--- src/rtl/execute_if.sv ---
// execute_if: groups the ID/EX operand/control bus consumed by the EX stage and
// the EX/MEM latch outputs it produces.
// Ports: master = producer of ID/EX fields / consumer of EX/MEM fields; slave = the EX stage.
interface execute_if #(
    parameter int WIDTH = 32,
    parameter int RD_W  = 5
);
    // ID/EX side
    logic [1:0]       wb_ctl;       // {regwrite, memtoreg}
    logic [2:0]       m_ctl;        // {branch, memread, memwrite}
    logic             regdst;
    logic             alusrc;
    logic [1:0]       aluop;
    logic [WIDTH-1:0] npc;
    logic [WIDTH-1:0] rdata1;
    logic [WIDTH-1:0] rdata2;
    logic [WIDTH-1:0] s_extend;
    logic [RD_W-1:0]  instr_2016;
    logic [RD_W-1:0]  instr_1511;

    // EX/MEM side
    logic [1:0]       ex_mem_wb;
    logic [2:0]       ex_mem_m;
    logic [WIDTH-1:0] ex_mem_add_result;
    logic             ex_mem_zero;
    logic [WIDTH-1:0] ex_mem_alu_result;
    logic [WIDTH-1:0] ex_mem_rdata2;
    logic [RD_W-1:0]  ex_mem_rd;
    logic             ex_overflow;

    modport master (
        output wb_ctl, m_ctl, regdst, alusrc, aluop, npc, rdata1, rdata2,
               s_extend, instr_2016, instr_1511,
        input  ex_mem_wb, ex_mem_m, ex_mem_add_result, ex_mem_zero,
               ex_mem_alu_result, ex_mem_rdata2, ex_mem_rd, ex_overflow
    );

    modport slave (
        input  wb_ctl, m_ctl, regdst, alusrc, aluop, npc, rdata1, rdata2,
               s_extend, instr_2016, instr_1511,
        output ex_mem_wb, ex_mem_m, ex_mem_add_result, ex_mem_zero,
               ex_mem_alu_result, ex_mem_rdata2, ex_mem_rd, ex_overflow
    );
endinterface

--- src/rtl/execute.sv ---
// MIPS EX stage: ALU control decode, ALU, operand/destination muxing, branch target, EX/MEM latch.
// Latency 1 cycle (inputs sampled on the rising edge into the EX/MEM latch).
// Backpressure: stall holds the latch, flush loads a bubble (flush beats stall, rst beats both).
// Ports: clk, rst (sync, active-high), stall, flush, bus (execute_if.slave: ID/EX in, EX/MEM out).
// Optional: define EX_OVERFLOW_EN to flag signed add/sub overflow and squash regwrite/memwrite.
module execute #(
    parameter int WIDTH = 32,
    parameter int RD_W  = 5
) (
    input  logic      clk,
    input  logic      rst,
    input  logic      stall,
    input  logic      flush,
    execute_if.slave  bus
);
    typedef enum logic [2:0] {
        ALU_AND = 3'b000,
        ALU_OR  = 3'b001,
        ALU_ADD = 3'b010,
        ALU_BAD = 3'b011,
        ALU_SUB = 3'b110,
        ALU_SLT = 3'b111
    } alu_ctl_t;

    alu_ctl_t         alu_ctl;
    logic [WIDTH-1:0] alu_b;
    logic [WIDTH-1:0] alu_result;
    logic [WIDTH-1:0] add_result;
    logic [RD_W-1:0]  dest;
    logic [1:0]       wb_nxt;
    logic [2:0]       m_nxt;

    // ALU control: funct lives in the low bits of the sign-extended immediate.
    always_comb begin
        alu_ctl = ALU_BAD;
        unique case (bus.aluop)
            2'b00: alu_ctl = ALU_ADD;
            2'b01: alu_ctl = ALU_SUB;
            2'b10: begin
                case (bus.s_extend[5:0])
                    6'b100000: alu_ctl = ALU_ADD;
                    6'b100010: alu_ctl = ALU_SUB;
                    6'b100100: alu_ctl = ALU_AND;
                    6'b100101: alu_ctl = ALU_OR;
                    6'b101010: alu_ctl = ALU_SLT;
                    default:   alu_ctl = ALU_BAD;
                endcase
            end
            default: alu_ctl = ALU_BAD;
        endcase
    end

    assign alu_b = bus.alusrc ? bus.s_extend : bus.rdata2;

    always_comb begin
        alu_result = '0;
        case (alu_ctl)
            ALU_ADD: alu_result = bus.rdata1 + alu_b;
            ALU_SUB: alu_result = bus.rdata1 - alu_b;
            ALU_AND: alu_result = bus.rdata1 & alu_b;
            ALU_OR:  alu_result = bus.rdata1 | alu_b;
            ALU_SLT: alu_result = {{(WIDTH-1){1'b0}}, ($signed(bus.rdata1) < $signed(alu_b))};
            default: alu_result = '0;
        endcase
    end

    // Branch target is always computed; MEM decides whether to use it.
    assign add_result = bus.npc + (bus.s_extend << 2);
    assign dest       = bus.regdst ? bus.instr_1511 : bus.instr_2016;

`ifdef EX_OVERFLOW_EN
    logic sign_a;
    logic sign_b;
    logic sign_r;
    logic ovf;

    assign sign_a = bus.rdata1[WIDTH-1];
    assign sign_b = alu_b[WIDTH-1];
    assign sign_r = alu_result[WIDTH-1];

    // Subtraction overflows when operand signs differ (B effectively inverted).
    always_comb begin
        ovf = 1'b0;
        if (alu_ctl == ALU_ADD)
            ovf = (sign_a == sign_b) && (sign_r != sign_a);
        else if (alu_ctl == ALU_SUB)
            ovf = (sign_a != sign_b) && (sign_r != sign_a);
    end

    // An overflowing instruction must not commit architectural state.
    assign wb_nxt = {bus.wb_ctl[1] & ~ovf, bus.wb_ctl[0]};
    assign m_nxt  = {bus.m_ctl[2:1], bus.m_ctl[0] & ~ovf};
`else
    assign wb_nxt = bus.wb_ctl;
    assign m_nxt  = bus.m_ctl;
`endif

    // EX/MEM latch
    logic [1:0]       wb_q;
    logic [2:0]       m_q;
    logic [WIDTH-1:0] add_q;
    logic             zero_q;
    logic [WIDTH-1:0] alu_q;
    logic [WIDTH-1:0] rdata2_q;
    logic [RD_W-1:0]  rd_q;

    always_ff @(posedge clk) begin
        if (rst || flush) begin
            wb_q     <= '0;
            m_q      <= '0;
            add_q    <= '0;
            zero_q   <= 1'b0;
            alu_q    <= '0;
            rdata2_q <= '0;
            rd_q     <= '0;
        end else if (!stall) begin
            wb_q     <= wb_nxt;
            m_q      <= m_nxt;
            add_q    <= add_result;
            zero_q   <= (alu_result == '0);
            alu_q    <= alu_result;
            rdata2_q <= bus.rdata2;
            rd_q     <= dest;
        end
    end

`ifdef EX_OVERFLOW_EN
    logic ovf_q;
    always_ff @(posedge clk) begin
        if (rst || flush)
            ovf_q <= 1'b0;
        else if (!stall)
            ovf_q <= ovf;
    end
    assign bus.ex_overflow = ovf_q;
`else
    assign bus.ex_overflow = 1'b0;
`endif

    assign bus.ex_mem_wb         = wb_q;
    assign bus.ex_mem_m          = m_q;
    assign bus.ex_mem_add_result = add_q;
    assign bus.ex_mem_zero       = zero_q;
    assign bus.ex_mem_alu_result = alu_q;
    assign bus.ex_mem_rdata2     = rdata2_q;
    assign bus.ex_mem_rd         = rd_q;
endmodule

--- src/flat_wrapper.sv ---
// flat-port wrapper written by rule: the top's interface ports become plain ports
module execute_flat 
#(
    parameter int WIDTH = 32,
    parameter int RD_W  = 5
)
  (clk, rst, stall, flush, bus_wb_ctl, bus_m_ctl, bus_regdst, bus_alusrc, bus_aluop, bus_npc, bus_rdata1, bus_rdata2, bus_s_extend, bus_instr_2016, bus_instr_1511, bus_ex_mem_wb, bus_ex_mem_m, bus_ex_mem_add_result, bus_ex_mem_zero, bus_ex_mem_alu_result, bus_ex_mem_rdata2, bus_ex_mem_rd, bus_ex_overflow);
  execute_if #(.WIDTH(WIDTH), .RD_W(RD_W)) bus_i ();
  input  logic clk;
  input  logic rst;
  input  logic stall;
  input  logic flush;
  input wire logic [$bits(bus_i.wb_ctl)-1:0] bus_wb_ctl;
  input wire logic [$bits(bus_i.m_ctl)-1:0] bus_m_ctl;
  input wire logic [$bits(bus_i.regdst)-1:0] bus_regdst;
  input wire logic [$bits(bus_i.alusrc)-1:0] bus_alusrc;
  input wire logic [$bits(bus_i.aluop)-1:0] bus_aluop;
  input wire logic [$bits(bus_i.npc)-1:0] bus_npc;
  input wire logic [$bits(bus_i.rdata1)-1:0] bus_rdata1;
  input wire logic [$bits(bus_i.rdata2)-1:0] bus_rdata2;
  input wire logic [$bits(bus_i.s_extend)-1:0] bus_s_extend;
  input wire logic [$bits(bus_i.instr_2016)-1:0] bus_instr_2016;
  input wire logic [$bits(bus_i.instr_1511)-1:0] bus_instr_1511;
  output wire logic [$bits(bus_i.ex_mem_wb)-1:0] bus_ex_mem_wb;
  output wire logic [$bits(bus_i.ex_mem_m)-1:0] bus_ex_mem_m;
  output wire logic [$bits(bus_i.ex_mem_add_result)-1:0] bus_ex_mem_add_result;
  output wire logic [$bits(bus_i.ex_mem_zero)-1:0] bus_ex_mem_zero;
  output wire logic [$bits(bus_i.ex_mem_alu_result)-1:0] bus_ex_mem_alu_result;
  output wire logic [$bits(bus_i.ex_mem_rdata2)-1:0] bus_ex_mem_rdata2;
  output wire logic [$bits(bus_i.ex_mem_rd)-1:0] bus_ex_mem_rd;
  output wire logic [$bits(bus_i.ex_overflow)-1:0] bus_ex_overflow;
  assign bus_i.wb_ctl = bus_wb_ctl;
  assign bus_i.m_ctl = bus_m_ctl;
  assign bus_i.regdst = bus_regdst;
  assign bus_i.alusrc = bus_alusrc;
  assign bus_i.aluop = bus_aluop;
  assign bus_i.npc = bus_npc;
  assign bus_i.rdata1 = bus_rdata1;
  assign bus_i.rdata2 = bus_rdata2;
  assign bus_i.s_extend = bus_s_extend;
  assign bus_i.instr_2016 = bus_instr_2016;
  assign bus_i.instr_1511 = bus_instr_1511;
  assign bus_ex_mem_wb = bus_i.ex_mem_wb;
  assign bus_ex_mem_m = bus_i.ex_mem_m;
  assign bus_ex_mem_add_result = bus_i.ex_mem_add_result;
  assign bus_ex_mem_zero = bus_i.ex_mem_zero;
  assign bus_ex_mem_alu_result = bus_i.ex_mem_alu_result;
  assign bus_ex_mem_rdata2 = bus_i.ex_mem_rdata2;
  assign bus_ex_mem_rd = bus_i.ex_mem_rd;
  assign bus_ex_overflow = bus_i.ex_overflow;
  execute #(.WIDTH(WIDTH), .RD_W(RD_W)) u_core (.clk(clk), .rst(rst), .stall(stall), .flush(flush), .bus(bus_i));
endmodule
--- config.mk ---
export PLATFORM = sky130hd
export DESIGN_NAME = execute_flat
export DESIGN_NICKNAME = d
export VERILOG_FILES = /design/src/rtl/execute_if.sv /design/src/rtl/execute.sv /design/src/flat_wrapper.sv
export SDC_FILE = /design/constraint.sdc
export NUM_CORES = 1
export LEC_CHECK = 0
export BUFFER_PORTS_ARGS = -buffer_cell sky130_fd_sc_hd__buf_2
export CORE_UTILIZATION = 40
export CTS_BUF_LIST = sky130_fd_sc_hd__clkbuf_8
export DETAILED_ROUTE_END_ITERATION = 7
export HOLD_SLACK_MARGIN = 0.1
export PLACE_DENSITY = 0.62
export SYNTH_ARGS = -nofsm -noshare
export SYNTH_HDL_FRONTEND = slang
export SYNTH_SLANG_ARGS = --single-unit
export TNS_END_PERCENT = 1
--- constraint.sdc ---
create_clock -name clk -period 6.1 [get_ports clk]
set_input_delay 0.61 -clock clk [delete_from_list [all_inputs] [get_ports clk]]
set_output_delay 0.61 -clock clk [all_outputs]
set_load 0.1 [all_outputs]
== Word-level counts from Yosys, hierarchy flattened ==
Index checks and enable logic that the tools add are counted.
Cells by class
  add/subtract/negate cells: 3
  multipliers: 0
  divide/modulo/power cells: 0
  $lt $le $gt $ge: 1
  equal/unequal tests: 11
  shifts and indexed selects: 0
  multiplexer cells: 5
  bitwise logic cells: 2
  reductions and logical operators: 4
Operator list (count)
  case mux 32 bit (5 select lines): 1
  adder 32 bit: 2
  bitwise AND 32 bit: 1
  zero test 32 bit: 1
  < comparator 32 bit: 1
  two-way mux 32 bit: 1
  bitwise OR 32 bit: 1
  subtractor 32 bit: 1
  equality test 6 bit, second input constant: 5
  case mux 3 bit (5 select lines): 1
  case mux 3 bit (3 select lines): 1
  equality test 3 bit, second input constant: 2
  two-way mux 5 bit: 1
  equality test 3 x 1 -> 1 bit, second input constant: 1
  equality test 3 x 2 -> 1 bit, second input constant: 1
  zero test 3 bit: 1
  equality test 2 x 1 -> 1 bit, second input constant: 1
  equality test 2 bit, second input constant: 1
  zero test 2 bit: 1
  logical OR 1 bit: 1
Word-level totals
  bits in registers: 107
  bits in latches: 0
  memory bits (writable): 0
  memory bits (read-only): 0
  bits of input ports: 151
  output and inout bits: 108
  word-level logic and storage cells: 33
  memories: 0

== Longest topological paths before layout ==
  depth after elaboration: 6
  gate-level depth with buffers: 18
  gate-level depth less buffers: 17

== Worst setup path before layout ==
OpenSTA, ideal clock, no wires.
  kind: input -> register
  start point: input port bus_alusrc
  end point: register u_core.zero_q (netlist: u_core.bus.ex_mem_zero)
  library setup time: 0.096 ns
  data arrival time: 4.890 ns
  data required time: 6.004 ns
  slack: 1.114 ns
  cell stages on the path: 17
  buffers on the path: 2
  path through: clkbuf_1 buf_1 mux2i_1 inv_1 fa_1 or2_1 a221oi_1 o2111a_1 nor3_2 a21oi_2 a311oi_1 o2111a_1 nor2_1 or4bb_1 nor4_1 nand4_1 o41ai_2
Between the ends
  cells in the longest elaborated chain, start to end: 4
  elaborated cells between the ends (all ways): 8
  classes of those cells: add/sub: 2; order compare: 1; mux: 2; bitwise: 2; reduce/logical: 1
RTL lines
  start: declaration: line flat_wrapper.sv:16  | input wire logic [$bits(bus_i.alusrc)-1:0] bus_alusrc;
  two-way mux 32 bit (*): line execute.sv:53  | assign alu_b = bus.alusrc ? bus.s_extend : bus.rdata2;
  subtractor 32 bit (tied with other cells): line execute.sv:59  | ALU_SUB: alu_result = bus.rdata1 - alu_b;
  case mux 32 bit (5 select lines) (*): line execute.sv:57  | case (alu_ctl)
  zero test 32 bit (*): line execute.sv:120  | zero_q <= (alu_result == '0);
  end signal: assignment: line execute.sv:120
  end: declaration: line execute.sv:102  | logic zero_q;
Every way passes the cells marked *; elsewhere a longest branch is shown, timed or not.
A chain may end at the register's enable or synchronous reset.

== Final worst setup path ==
Same ends and word-level chain as after synthesis.

==> impl_metrics.ini <==
[synth]
syn_inst = 1389
avgSynthCellArea_um2 = 7.563
synthesis.area_um2 = 10510
synth_seq_cells = 107
synth-edff-count = 0
synth_top_area_share_pct = 20.39
synth_top_area_cell = dfxtp_1
ys_top_cells_by_count = nor2_1 (208), ha_1 (129), a21oi_1 (119)
ys_types = 79
synth_area_leaders = dfxtp_1 (20%), ha_1 (15%), mux2i_1 (9.0%), nor2_1 (7.4%), a21oi_1 (5.7%)
yosysWarningCount = 0
syn_nets = 1672
ys.flop_type = dfxtp_1
synth_most_common_cell = nor2_1
async_reset_ff_share_pct = 0
synth_seq_area_share_pct = 20.39

[timing]
tns_ns = 0
fin_ws_ns = 0.8051
hold_viol = 0
fmax_mhz = 188.9
timing.final.crit_share_pct = 86.80
rsz0062_at_grt = no
setup_viol = 0
min_period_ns = 5.295
worst_clock_skew_ns = 0
relSlewSlack_pct = 26.22
finalMaxSlewViolations = 0
worst_pin_slew_ns = 1.107

[clock_network]
cts_tree = done
cts_buffer_depth = 2
path_clk_slew_ns = 0.12
cts_max_level = 3
clock_latency_ns = 0.39
root_buffer = clkbuf_8
ctsHoldBuffers = 0
cts_buffers = 9
clock-sinks = 107
cts_setup_buffers = 0
post_cts_resized = 0

[critical_path]
slowest_stage = or4bb_1
crit_top_cell = o2111a_1
worstPathCellList = buf_2 -> mux2i_1 -> inv_1 -> fa_1 -> or2_1 -> a221oi_1 -> o2111a_1 -> nor3_2 -> a21oi_2 -> a311oi_1 -> o2111a_1 -> nor2_1 -> or4bb_1 -> nor4_1 -> nand4_1 -> o41ai_2
critical_path_buf_inv_count = 2
required_ns = 6.42
critPathCaptureType = flip-flop
timing.critical_path.max_delay_family = compound AO/OA/AOI/OAI gates
critPathMaxStageDelay_ns = 0.52
worstSetupPathType = in -> reg
cp_max_fo = 17
crit_arrival_ns = 5.61
startpoint_type = input port

[run_status]
status = finished clean

[floorplanning]
initial_utilization_pct = 41.24
coreArea_um2 = 25470
io_pins = 259
dieWidth_um = 164.1
rows = 58
fp.dieH_um = 164.1
die_area_um2 = 26910

[power_and_ir_drop]
power.leakage_nw = 6.110
ir_drop_uv = 117.5
power.density_nw_per_um2 = 199.0
power_mw = 2.435

[global_routing]
grt_max_degree = 98
antenna_found_initial = 2
met3_usage_pct = 3.737
use_met1_pct = 34.90
grt_usage_pct = 28.40
gr-total-overflow = 0
grt_pass1_wl_um = 58390
use_met2_pct = 48.75
grt_pass1_vias = 10292
grt-busiest-layer = met2

[layout]
area_growth_pct = 16.47
final_nets = 1881
finalCoreUtilization_pct = 48.04
drive_gt1_share_pct = 19.71
multiInputGateArea_um2 = 7659
fillers = 2600
seq_area_um2 = 2142

[placement]
routabilityCongestion = 0.9594
hpwl_um = 30810
io_buffers = 257
place_ws_ns = 0.4748

[routing]
drt_iter0_drc = 839
viasPerCell = 5.651
drt-total-wl_um = 38880
drcViolationCount = 0
first_pass_iters = 5
wl_per_cell_um = 20.10
postRouteAntennaNets = 0
vias = 10930

[worst_hold_path]
hold_class = in -> reg

[job]
max-cap-violations = 0
where the power goes:
group / switching, mW / internal [mW]
clock: 0.299 / 0.169
combinational: 0.831 / 0.394
sequential: 0.0147 / 0.728
total: 1.14 / 1.29
logic make-up (layout without fill, tap and decap cells):
family | Yosys count | in the layout | synth area share, %
other | 1 | 2 | 0.03570
multiplexers | 95 | 95 | 9.064
XOR/XNOR | 47 | 47 | 3.918
AND/OR/NAND/NOR | 442 | 442 | 19.26
buffers and inverters | 185 | 399 | 7.087
adder cells (fa/ha/maj) | 132 | 132 | 15.94
AO/OA/AOI/OAI | 380 | 380 | 24.31
flip-flops | 107 | 107 | 20.39
final timing paths:
kind / from / end / slack, ns / cells after the start
worst max-delay path: bus_alusrc / u_core.bus.ex_mem_zero / 0.81 / 16
worst min-delay path: bus_m_ctl[0] / u_core.bus.ex_mem_m[0] / 0.43 / 3
worst max register to register: u_core.bus.ex_mem_alu_result[12] / u_core.bus.ex_mem_alu_result[12] / 5.36 / 2
worst min register to register: u_core.bus.ex_mem_alu_result[26] / u_core.bus.ex_mem_alu_result[26] / 0.47 / 2
sequential cells by signal, summed over array words and instances, names as in the netlist:
register and count:
u_core.bus.ex_mem_add_result 32, u_core.bus.ex_mem_alu_result 32, u_core.bus.ex_mem_rdata2 32, u_core.bus.ex_mem_rd 5
u_core.bus.ex_mem_m 3, u_core.bus.ex_mem_wb 2, u_core.bus.ex_mem_zero 1
worst reg2reg max path, cell delays in order (launching register included):
cell	delay, ns
dfxtp_1	0.35
mux2i_1	0.18
nor2_1	0.07
area by class of cell:
class	instances	share of cell area, %
Multi-Input combinational cell	1097	62.59
Timing Repair Buffer	274	11.58
Antenna cell	1	0.02045
Sequential cell	107	17.51
Tap cell	330	3.375
Inverter	109	3.344
Clock inverter	6	0.4602
Clock buffer	10	1.125
layout by cell type, fill, tap and decap left out, drive strengths merged, types with 36 or more instances in the layout:
cell   count
a21oi    121
buf      274
dfxtp    107
ha       129
inv      112
mux2i     94
nand2     74
nor2     208
o21ai     52
xnor2     36
stage by stage:
| stage | instance area [um2] | hold WS [ns] | cells |
|---|---|---|---|
| 2_1_floorplan | 10510 | 0.7539 | 1389 |
| 3_3_place_gp | 12040 | 0.4484 | 1917 |
| 3_5_place_dp | 12040 | 0.4547 | 1917 |
| 4_1_cts | 12230 | 0.4181 | 1933 |
| 5_1_grt | 12230 | 0.4093 | 1933 |
| 6_report | 12240 | 0.4328 | 1934 |
routing by layer:
metal | wire, um | part of all wire [%] | vias to the layer above
li1 | - | - | 5340
met1 | 16240 | 42 | 5091
met2 | 18800 | 48 | 420
met3 | 2198 | 5.7 | 79
met4 | 1644 | 4.2 | 0
met5 | 0 | 0 | -
Power figures use the tool's default switching activity.
